[config.mk]
export PLATFORM = sky130hd
export DESIGN_NAME = alu_sched
export DESIGN_NICKNAME = d
export VERILOG_FILES = /design/src/rtl/alu_sched_pkg.sv /design/src/rtl/alu_sched_rr_arb2.sv /design/src/rtl/alu_sched.sv
export SDC_FILE = /design/constraint.sdc
export NUM_CORES = 1
export LEC_CHECK = 0
export CAP_MARGIN = 25
export CELL_PAD_IN_SITES_DETAIL_PLACEMENT = 2
export CELL_PAD_IN_SITES_GLOBAL_PLACEMENT = 2
export CORE_AREA = 2 2 118 120
export DETAILED_ROUTE_END_ITERATION = 6
export DIE_AREA = 0 0 120 122
export DONT_BUFFER_PORTS = 1
export PLACE_DENSITY = 0.81
export SETUP_SLACK_MARGIN = 0.05
export SLEW_MARGIN = 40
export SYNTH_ARGS = -nofsm -noshare
export SYNTH_HDL_FRONTEND = slang
export SYNTH_SLANG_ARGS = --single-unit
[constraint.sdc]
create_clock -name clk -period 3.99 [get_ports clk]
set_clock_uncertainty 0.2 [all_clocks]
set_input_delay 0.798 -clock clk [delete_from_list [all_inputs] [get_ports clk]]
set_output_delay 0.798 -clock clk [all_outputs]
set_load 0.02 [all_outputs]
[src/rtl/alu_sched_pkg.sv]
// rtl/alu_sched_pkg.sv - shared opcodes, FSM states and defaults for alu_sched
package alu_sched_pkg;

  localparam logic [2:0] OP_AND = 3'b000;
  localparam logic [2:0] OP_OR  = 3'b001;
  localparam logic [2:0] OP_XOR = 3'b010;
  localparam logic [2:0] OP_NOR = 3'b011;
  localparam logic [2:0] OP_SLT = 3'b100;
  localparam logic [2:0] OP_ADD = 3'b101;
  localparam logic [2:0] OP_SUB = 3'b110;
  localparam logic [2:0] OP_MOD = 3'b111;

  localparam int unsigned TIMEOUT_CYC_DEF = 64;

  typedef enum logic [1:0] {
    IDLE,
    EXEC,
    WAIT_MOD,
    RESP
  } state_e;

endpackage

[src/rtl/alu_sched_rr_arb2.sv]
// rtl/alu_sched_rr_arb2.sv - two-way round-robin arbiter with pointer update on accept
module rr_arb2 (
  input  logic       clk,
  input  logic       reset,
  input  logic [1:0] req,
  input  logic       accept,
  output logic [1:0] gnt
);

  // ptr_q names the requester that wins a tie
  logic ptr_q, ptr_d;

  // Tie goes to the pointer; after a grant the other requester gets priority
  always_comb begin
    gnt   = req;
    ptr_d = ptr_q;
    if (req == 2'b11) begin
      gnt = ptr_q ? 2'b10 : 2'b01;
    end
    if (accept && (gnt != 2'b00)) begin
      ptr_d = gnt[0];
    end
  end

  // Pointer register, requester 0 favoured out of reset
  always_ff @(posedge clk or negedge reset) begin
    if (!reset) begin
      ptr_q <= 1'b0;
    end else begin
      ptr_q <= ptr_d;
    end
  end

endmodule

[src/rtl/alu_sched.sv]
// rtl/alu_sched.sv - two-requester ALU scheduler; MOD watchdog under ALU_SCHED_TIMEOUT_EN
module alu_sched
  import alu_sched_pkg::*;
#(
  parameter int unsigned TIMEOUT_CYC = TIMEOUT_CYC_DEF
) (
  input  logic             clk,
  input  logic             reset,
  input  logic [1:0]       req_valid,
  output logic [1:0]       req_ready,
  input  logic [1:0][31:0] req_a,
  input  logic [1:0][31:0] req_b,
  input  logic [1:0][2:0]  req_op,
  output logic [31:0]      alu_a,
  output logic [31:0]      alu_b,
  output logic [2:0]       alu_op,
  output logic             alu_start,
  input  logic [31:0]      alu_res,
  input  logic             alu_done,
  input  logic             alu_carry,
  output logic             rsp_valid,
  input  logic             rsp_ready,
  output logic             rsp_id,
  output logic [31:0]      rsp_res,
  output logic             rsp_carry,
  output logic             rsp_err
);

  state_e      state_q, state_d;
  logic [31:0] hold_a_q, hold_a_d;
  logic [31:0] hold_b_q, hold_b_d;
  logic [2:0]  hold_op_q, hold_op_d;
  logic        hold_id_q, hold_id_d;
  logic [31:0] rsp_res_q, rsp_res_d;
  logic        rsp_carry_q, rsp_carry_d;
  logic [1:0]  gnt;
  logic        accept;

`ifdef ALU_SCHED_TIMEOUT_EN
  localparam int unsigned    WDW     = $clog2(TIMEOUT_CYC) + 1;
  localparam logic [WDW-1:0] WD_LAST = WDW'(TIMEOUT_CYC - 1);
  logic [WDW-1:0] wdog_q, wdog_d;
  logic           rsp_err_q, rsp_err_d;
`endif

  rr_arb2 u_arb (
    .clk    (clk),
    .reset  (reset),
    .req    (req_valid),
    .accept (accept),
    .gnt    (gnt)
  );

  // Next-state, holding/response register updates and strobes for the scheduler FSM
  always_comb begin
    state_d     = state_q;
    hold_a_d    = hold_a_q;
    hold_b_d    = hold_b_q;
    hold_op_d   = hold_op_q;
    hold_id_d   = hold_id_q;
    rsp_res_d   = rsp_res_q;
    rsp_carry_d = rsp_carry_q;
    req_ready   = 2'b00;
    alu_start   = 1'b0;
    accept      = 1'b0;
`ifdef ALU_SCHED_TIMEOUT_EN
    wdog_d      = wdog_q;
    rsp_err_d   = rsp_err_q;
`endif
    case (state_q)
      IDLE: begin
        if (req_valid != 2'b00) begin
          accept    = 1'b1;
          req_ready = gnt;
          hold_id_d = gnt[1];
          hold_a_d  = gnt[1] ? req_a[1]  : req_a[0];
          hold_b_d  = gnt[1] ? req_b[1]  : req_b[0];
          hold_op_d = gnt[1] ? req_op[1] : req_op[0];
          state_d   = EXEC;
        end
      end
      EXEC: begin
        if (hold_op_q == OP_MOD) begin
          alu_start = 1'b1;
`ifdef ALU_SCHED_TIMEOUT_EN
          wdog_d    = '0;
`endif
          state_d   = WAIT_MOD;
        end else begin
          rsp_res_d   = alu_res;
          rsp_carry_d = alu_carry && (hold_op_q == OP_ADD);
`ifdef ALU_SCHED_TIMEOUT_EN
          rsp_err_d   = 1'b0;
`endif
          state_d     = RESP;
        end
      end
      WAIT_MOD: begin
        if (alu_done) begin
          rsp_res_d   = alu_res;
          rsp_carry_d = 1'b0;
`ifdef ALU_SCHED_TIMEOUT_EN
          rsp_err_d   = 1'b0;
`endif
          state_d     = RESP;
        end
`ifdef ALU_SCHED_TIMEOUT_EN
        else if (wdog_q == WD_LAST) begin
          rsp_res_d   = '0;
          rsp_carry_d = 1'b0;
          rsp_err_d   = 1'b1;
          state_d     = RESP;
        end else begin
          wdog_d = wdog_q + 1'b1;
        end
`endif
      end
      RESP: begin
        if (rsp_ready) begin
          state_d = IDLE;
        end
      end
      default: state_d = IDLE;
    endcase
  end

  // State, operand holding and response registers
  always_ff @(posedge clk or negedge reset) begin
    if (!reset) begin
      state_q     <= IDLE;
      hold_a_q    <= '0;
      hold_b_q    <= '0;
      hold_op_q   <= '0;
      hold_id_q   <= 1'b0;
      rsp_res_q   <= '0;
      rsp_carry_q <= 1'b0;
    end else begin
      state_q     <= state_d;
      hold_a_q    <= hold_a_d;
      hold_b_q    <= hold_b_d;
      hold_op_q   <= hold_op_d;
      hold_id_q   <= hold_id_d;
      rsp_res_q   <= rsp_res_d;
      rsp_carry_q <= rsp_carry_d;
    end
  end

`ifdef ALU_SCHED_TIMEOUT_EN
  // Watchdog counter and timeout flag
  always_ff @(posedge clk or negedge reset) begin
    if (!reset) begin
      wdog_q    <= '0;
      rsp_err_q <= 1'b0;
    end else begin
      wdog_q    <= wdog_d;
      rsp_err_q <= rsp_err_d;
    end
  end
  assign rsp_err = rsp_err_q;
`else
  assign rsp_err = 1'b0;
`endif

  assign alu_a     = hold_a_q;
  assign alu_b     = hold_b_q;
  assign alu_op    = hold_op_q;
  assign rsp_valid = (state_q == RESP);
  assign rsp_id    = hold_id_q;
  assign rsp_res   = rsp_res_q;
  assign rsp_carry = rsp_carry_q;

endmodule

After elaboration in Yosys (flattened, before gate mapping)
Cells that the tools add are included.

operators by class
  $add $sub $neg = 0
  $mul = 0
  divide/modulo/power cells = 0
  $lt $le $gt $ge = 0
  eq/ne operators = 10
  shift-type cells = 0
  multiplexer cells = 22
  bitwise operators = 0
  reduce and logical (&&, ||, !) cells = 9

operator list
  operator                                       count
  two-way mux 32 bit                             4
  case mux 32 bit (2 select lines)               1
  two-way mux 2 bit                              7
  case mux 2 bit (4 select lines)                1
  two-way mux 1 bit                              7
  == test 2 bit, second input constant           3
  == test 3 bit, second input constant           2
  != test 2 bit, second input constant           3
  AND reduction 3 bit                            2
  nonzero test 2 bit                             3
  two-way mux 3 bit                              1
  == test 2 x 1 -> 1 bit, second input constant  1
  logical AND 1 bit                              2
  zero test 2 bit                                1
  != test 2 x 1 -> 1 bit, second input constant  1
  case mux 1 bit (2 select lines)                1
  AND reduction 2 bit                            1

word-level totals
  register bits after elaboration = 104
  latch bits = 0
  RAM bits = 0
  memory bits (read-only) = 0
  input port bits = 173
  output and inout bits = 106
  word-level logic and storage cells = 49
  memories = 0

Longest topological paths before layout
  depth in word-level cells = 4
  depth in mapped cells = 7
  depth with buffers taken out = 5

By module
From an unflattened synthesis, not the netlist that was laid out.

second synthesis, totals
  cell total of the unflattened synthesis = 399
  area, all modules = 4633.2 µm²

modules (own cells, without submodules)
  module     instances  cells an instance  area each (µm²)  seq. area each (µm²)
  alu_sched  1          393                4578.1           2577.5
  rr_arb2    1          6                  55.1             25.0

Worst setup path before layout
Ideal clock, no wire load.

  path kind = input to output
  from = input port req_valid[0]
  to = output port req_ready[1]
  arrival = 1.539 ns
  data required time = 2.992 ns
  slack = 1.453 ns
  stages on the path = 5
  path buffers = 2
  cell sequence = nor2b_1 -> buf_2 -> buf_2 -> nor2_1 -> and2_1

between the ends
  cells in the longest elaborated chain, start to end = 4
  elaborated cells between the ends (all ways) = 5
  those cells by class = eq/ne: 1; mux: 3; reduce/logical: 1

ends and longest elaborated chain
  item                   line                     source
  start, declared        alu_sched.sv:9           input logic [1:0] req_valid,
  == test 2 bit          alu_sched_rr_arb2.sv:17  if (req == 2'b11) begin
  two-way mux 2 bit      alu_sched_rr_arb2.sv:17
  two-way mux 2 bit (*)  alu_sched.sv:72          if (req_valid != 2'b00) begin
  two-way mux 2 bit (*)  alu_sched.sv:70          case (state_q)
  end, declared          alu_sched.sv:10          output logic [1:0] req_ready,

Every way passes the cells marked *; elsewhere a longest branch is shown, timed or not.

Final worst setup path
  from = register state_q[0]
  to = output port req_ready[0]

between the ends
  cells in the longest elaborated chain, start to end = 2

ends and longest elaborated chain
  item                    line              source
  start, declared         alu_sched.sv:29   state_e state_q, state_d;
  start signal, assigned  alu_sched.sv:138  state_q <= state_d;
  zero test 2 bit         alu_sched.sv:70
  two-way mux 2 bit       alu_sched.sv:70

Every way passes these cells.

==> flow_summary.yaml <==
setup_path:
  critPathTopFamily: "compound AO/OA/AOI/OAI gates"
  cp_slowest_cell: "a21oi_1"
  r2r_slack_ns: 1.48
  endpoint_kind: "output pin"
  endpoint: "req_ready[0]"
  cp-start-kind: "flop"
  cpPeakStageDelay_ns: 0.51
  cp.arrival_ns: 1.83
  r2r-start: "state_q[0]$_DFFE_PN0P_"
  worst-path-buf-inv: 1
  worst_ep_required_time_ns: 2.99
  critPathKind: "flop to output pin"
  ff2ff_path_depth: 6
  startpoint: "state_q[0]$_DFFE_PN0P_"
  rr_endpoint: "alu_b[26]$_DFFE_PN0P_"
  worstPathCellList: "inv_1 -> ha_1 -> nand2_1 -> a21oi_1"
  path_max_fanout: 7
  crit_cells: 4
placed_design:
  hpwl_um: 10400
  dp_cells: 624
  gp_congestion: 0.717
  pre_cts_ws_ns: 1.56
  portBuffers: 0
synthesis:
  synth.area.top_cells: "dfrtp_1 52%, nand3b_1 10%, a31oi_1 8.6%"
  ys_warn_count: 0
  ys_seq_area_frac: 0.524
  synth_top_area_cell: "dfrtp_1"
  synthArstFlopShare: 1.00
  synth_edf_count: 0
  syn_inst: 489
  syn-cell-area_um2: 4960
  synth.avg_cell_area_um2: 10.1
  yosys.area.top_type_share: 0.524
  synth_nets: 667
  synth_cell_type_count: 31
  ys.flop_type: "dfrtp_1"
  synth_seq_cells: 104
timing:
  drv_slew: 0
  hold_violations: 0
  period_needed_ns: 2.83
  setup_viol: 0
  fmax_mhz: 353
  setup-tns-final_ns: 0
  period_share: 0.710
  slew_headroom: 0.519
  timing.hold.ws_ns: 0.169
  worst_pin_slew_ns: 0.721
  fin_ws_ns: 1.16
  grt_setup_unrepaired: "false"
clock_tree:
  cts_buffers: 9
  root_buffer: "clkbuf_16"
  h-tree-depth: 3
  cts.sinks: 104
  cts_tree: "done"
  clk_path_buf_depth: 2
  clkLatencyLatePin_ns: 0.34
  path_clk_slew_ns: 0.08
cells_and_area:
  mostFrequentLayoutCell: "dfrtp_1"
  drive_above_1_share: 0.115
  diodes: 0
  nFillCells: 1408
  final_cell_mix: "104 x dfrtp_1, 72 x nor2_1, 68 x o21ai_0, 68 x a31oi_1, 67 x nand3b_1"
  nets: 634
  stdcell_count: 641
  syn2layout_area_growth_pct: 7.82
floorplanning:
  die_area_um2: 14600
  rows: 43
  dieHeight_um: 122
  start_util: 0.367
  ios: 279
  die_x_um: 120
  coreArea_um2: 13500
routing:
  drt_first_pass_iters: 4
  drt_iter0_drc: 217
  wl_per_cell_um: 23.6
  postRouteAntennaNets: 0
  via_count: 3747
  viasPerCell: 5.85
  wl_um: 15100
  drc: 0
power_and_ir_drop:
  totalPowerFinal_mw: 5.09
  ir_worst_vdd_v: 0.000250
  leakage_nw: 2.01
  power_density_nw_per_um2: 952
global_routing:
  grt_usage: 0.200
  grt_pass1_wl_um: 22800
  grt_pass1_vias: 3891
  grt_max_degree: 135
  grt_antenna_before_repair: 0
  grt-ovfl-total: 0
hold_path:
  hp-class: "input port to asynchronous set/reset pin"
run_status:
  status: "finished, final reports clean"
run:
  maxCapViolCount: 0
[through the flow]
| stage | util | instance area [um2] |
|---|---|---|
| finish | 0.396 | 5350 |
| CTS | 0.396 | 5350 |
| global route | 0.396 | 5350 |
| floorplan | - | 4960 |
| global placement | 0.371 | 5020 |
| detailed placement | 0.372 | 5020 |
[report_power, final]
part	total [mW]	switching, mW	internal [mW]
clock network	0.909	0.416	0.493
registers	2.70	1.10	1.60
logic	1.49	0.797	0.692
total	5.09	2.31	2.78
[Yosys cell counts, types with 2 or more instances]
cell and count:
buf_6 3, buf_1 3, buf_2 12, inv_1 4
nand3b_1 67, o21ai_0 68, dfrtp_1 104, mux2_1 6
buf_4 2, nor2_1 72, mux2_2 27, clkbuf_1 29
ha_1 5, a31oi_1 68, nor2b_1 3
[how the worst min path moves through the flow]
stage                            startpoint                       to  slack, ns  cells past startpoint
finish                                reset    alu_b[21]$_DFFE_PN0P_       0.17                      1
global route                          reset   rsp_res[5]$_DFFE_PN0P_       0.20                      1
CTS                                   reset    alu_b[27]$_DFFE_PN0P_       0.20                      1
detailed placement                    reset   rsp_res[5]$_DFFE_PN0P_       0.30                      0
global placement                      reset    alu_b[26]$_DFFE_PN0P_       0.30                      0
floorplan           u_arb.ptr_q$_DFFE_PN0P_  u_arb.ptr_q$_DFFE_PN0P_       0.27                      1
[per-layer routing]
metal	global-route usage	wire [um]	part of all wire
met5	0	0	0
met4	0.0757	282	0.019
met3	0.0646	1250	0.083
met1	0.228	5810	0.38
met2	0.351	7760	0.51
[cell type report]
| type | instances | area, um2 | share of cell area |
|---|---|---|---|
| sequential | 104 | 2600 | 0.486 |
| multi-input combinational | 331 | 2130 | 0.398 |
| clock buffer | 9 | 225 | 0.0421 |
| tap | 180 | 225 | 0.0421 |
| clock inverter | 7 | 77.6 | 0.0145 |
| timing repair buffer | 5 | 73.8 | 0.0138 |
| inverter | 5 | 18.8 | 0.00351 |
[flip-flops by register name, summed over array words and instances, names as in the netlist]
| signal | flops |
|---|---|
| u_arb.ptr_q | 1 |
| alu_b | 32 |
| alu_op | 3 |
| alu_a | 32 |
| rsp_id | 1 |
| rsp_carry | 1 |
| rsp_res | 32 |
| state_q | 2 |
[timing repair]
action | 4_1_cts | 5_1_grt
hold buffers | 1 | 0
resized for setup | 0 | 0
endpoints found under the hold margin | 104 | 0
buffers inserted | 0 | 0
[cell families after synthesis]
| kind of cell | Yosys count | synth area share |
|---|---|---|
| AND/OR/NAND/NOR | 148 | 0.170 |
| adder cells (fa/ha/maj) | 5 | 0.0126 |
| AO/OA/AOI/OAI | 143 | 0.166 |
| buffers and inverters | 54 | 0.0499 |
| multiplexers | 34 | 0.0769 |
| flip-flops | 104 | 0.524 |
| other | 1 | 0.000756 |
No activity file was read; power rests on OpenSTA's default activity.
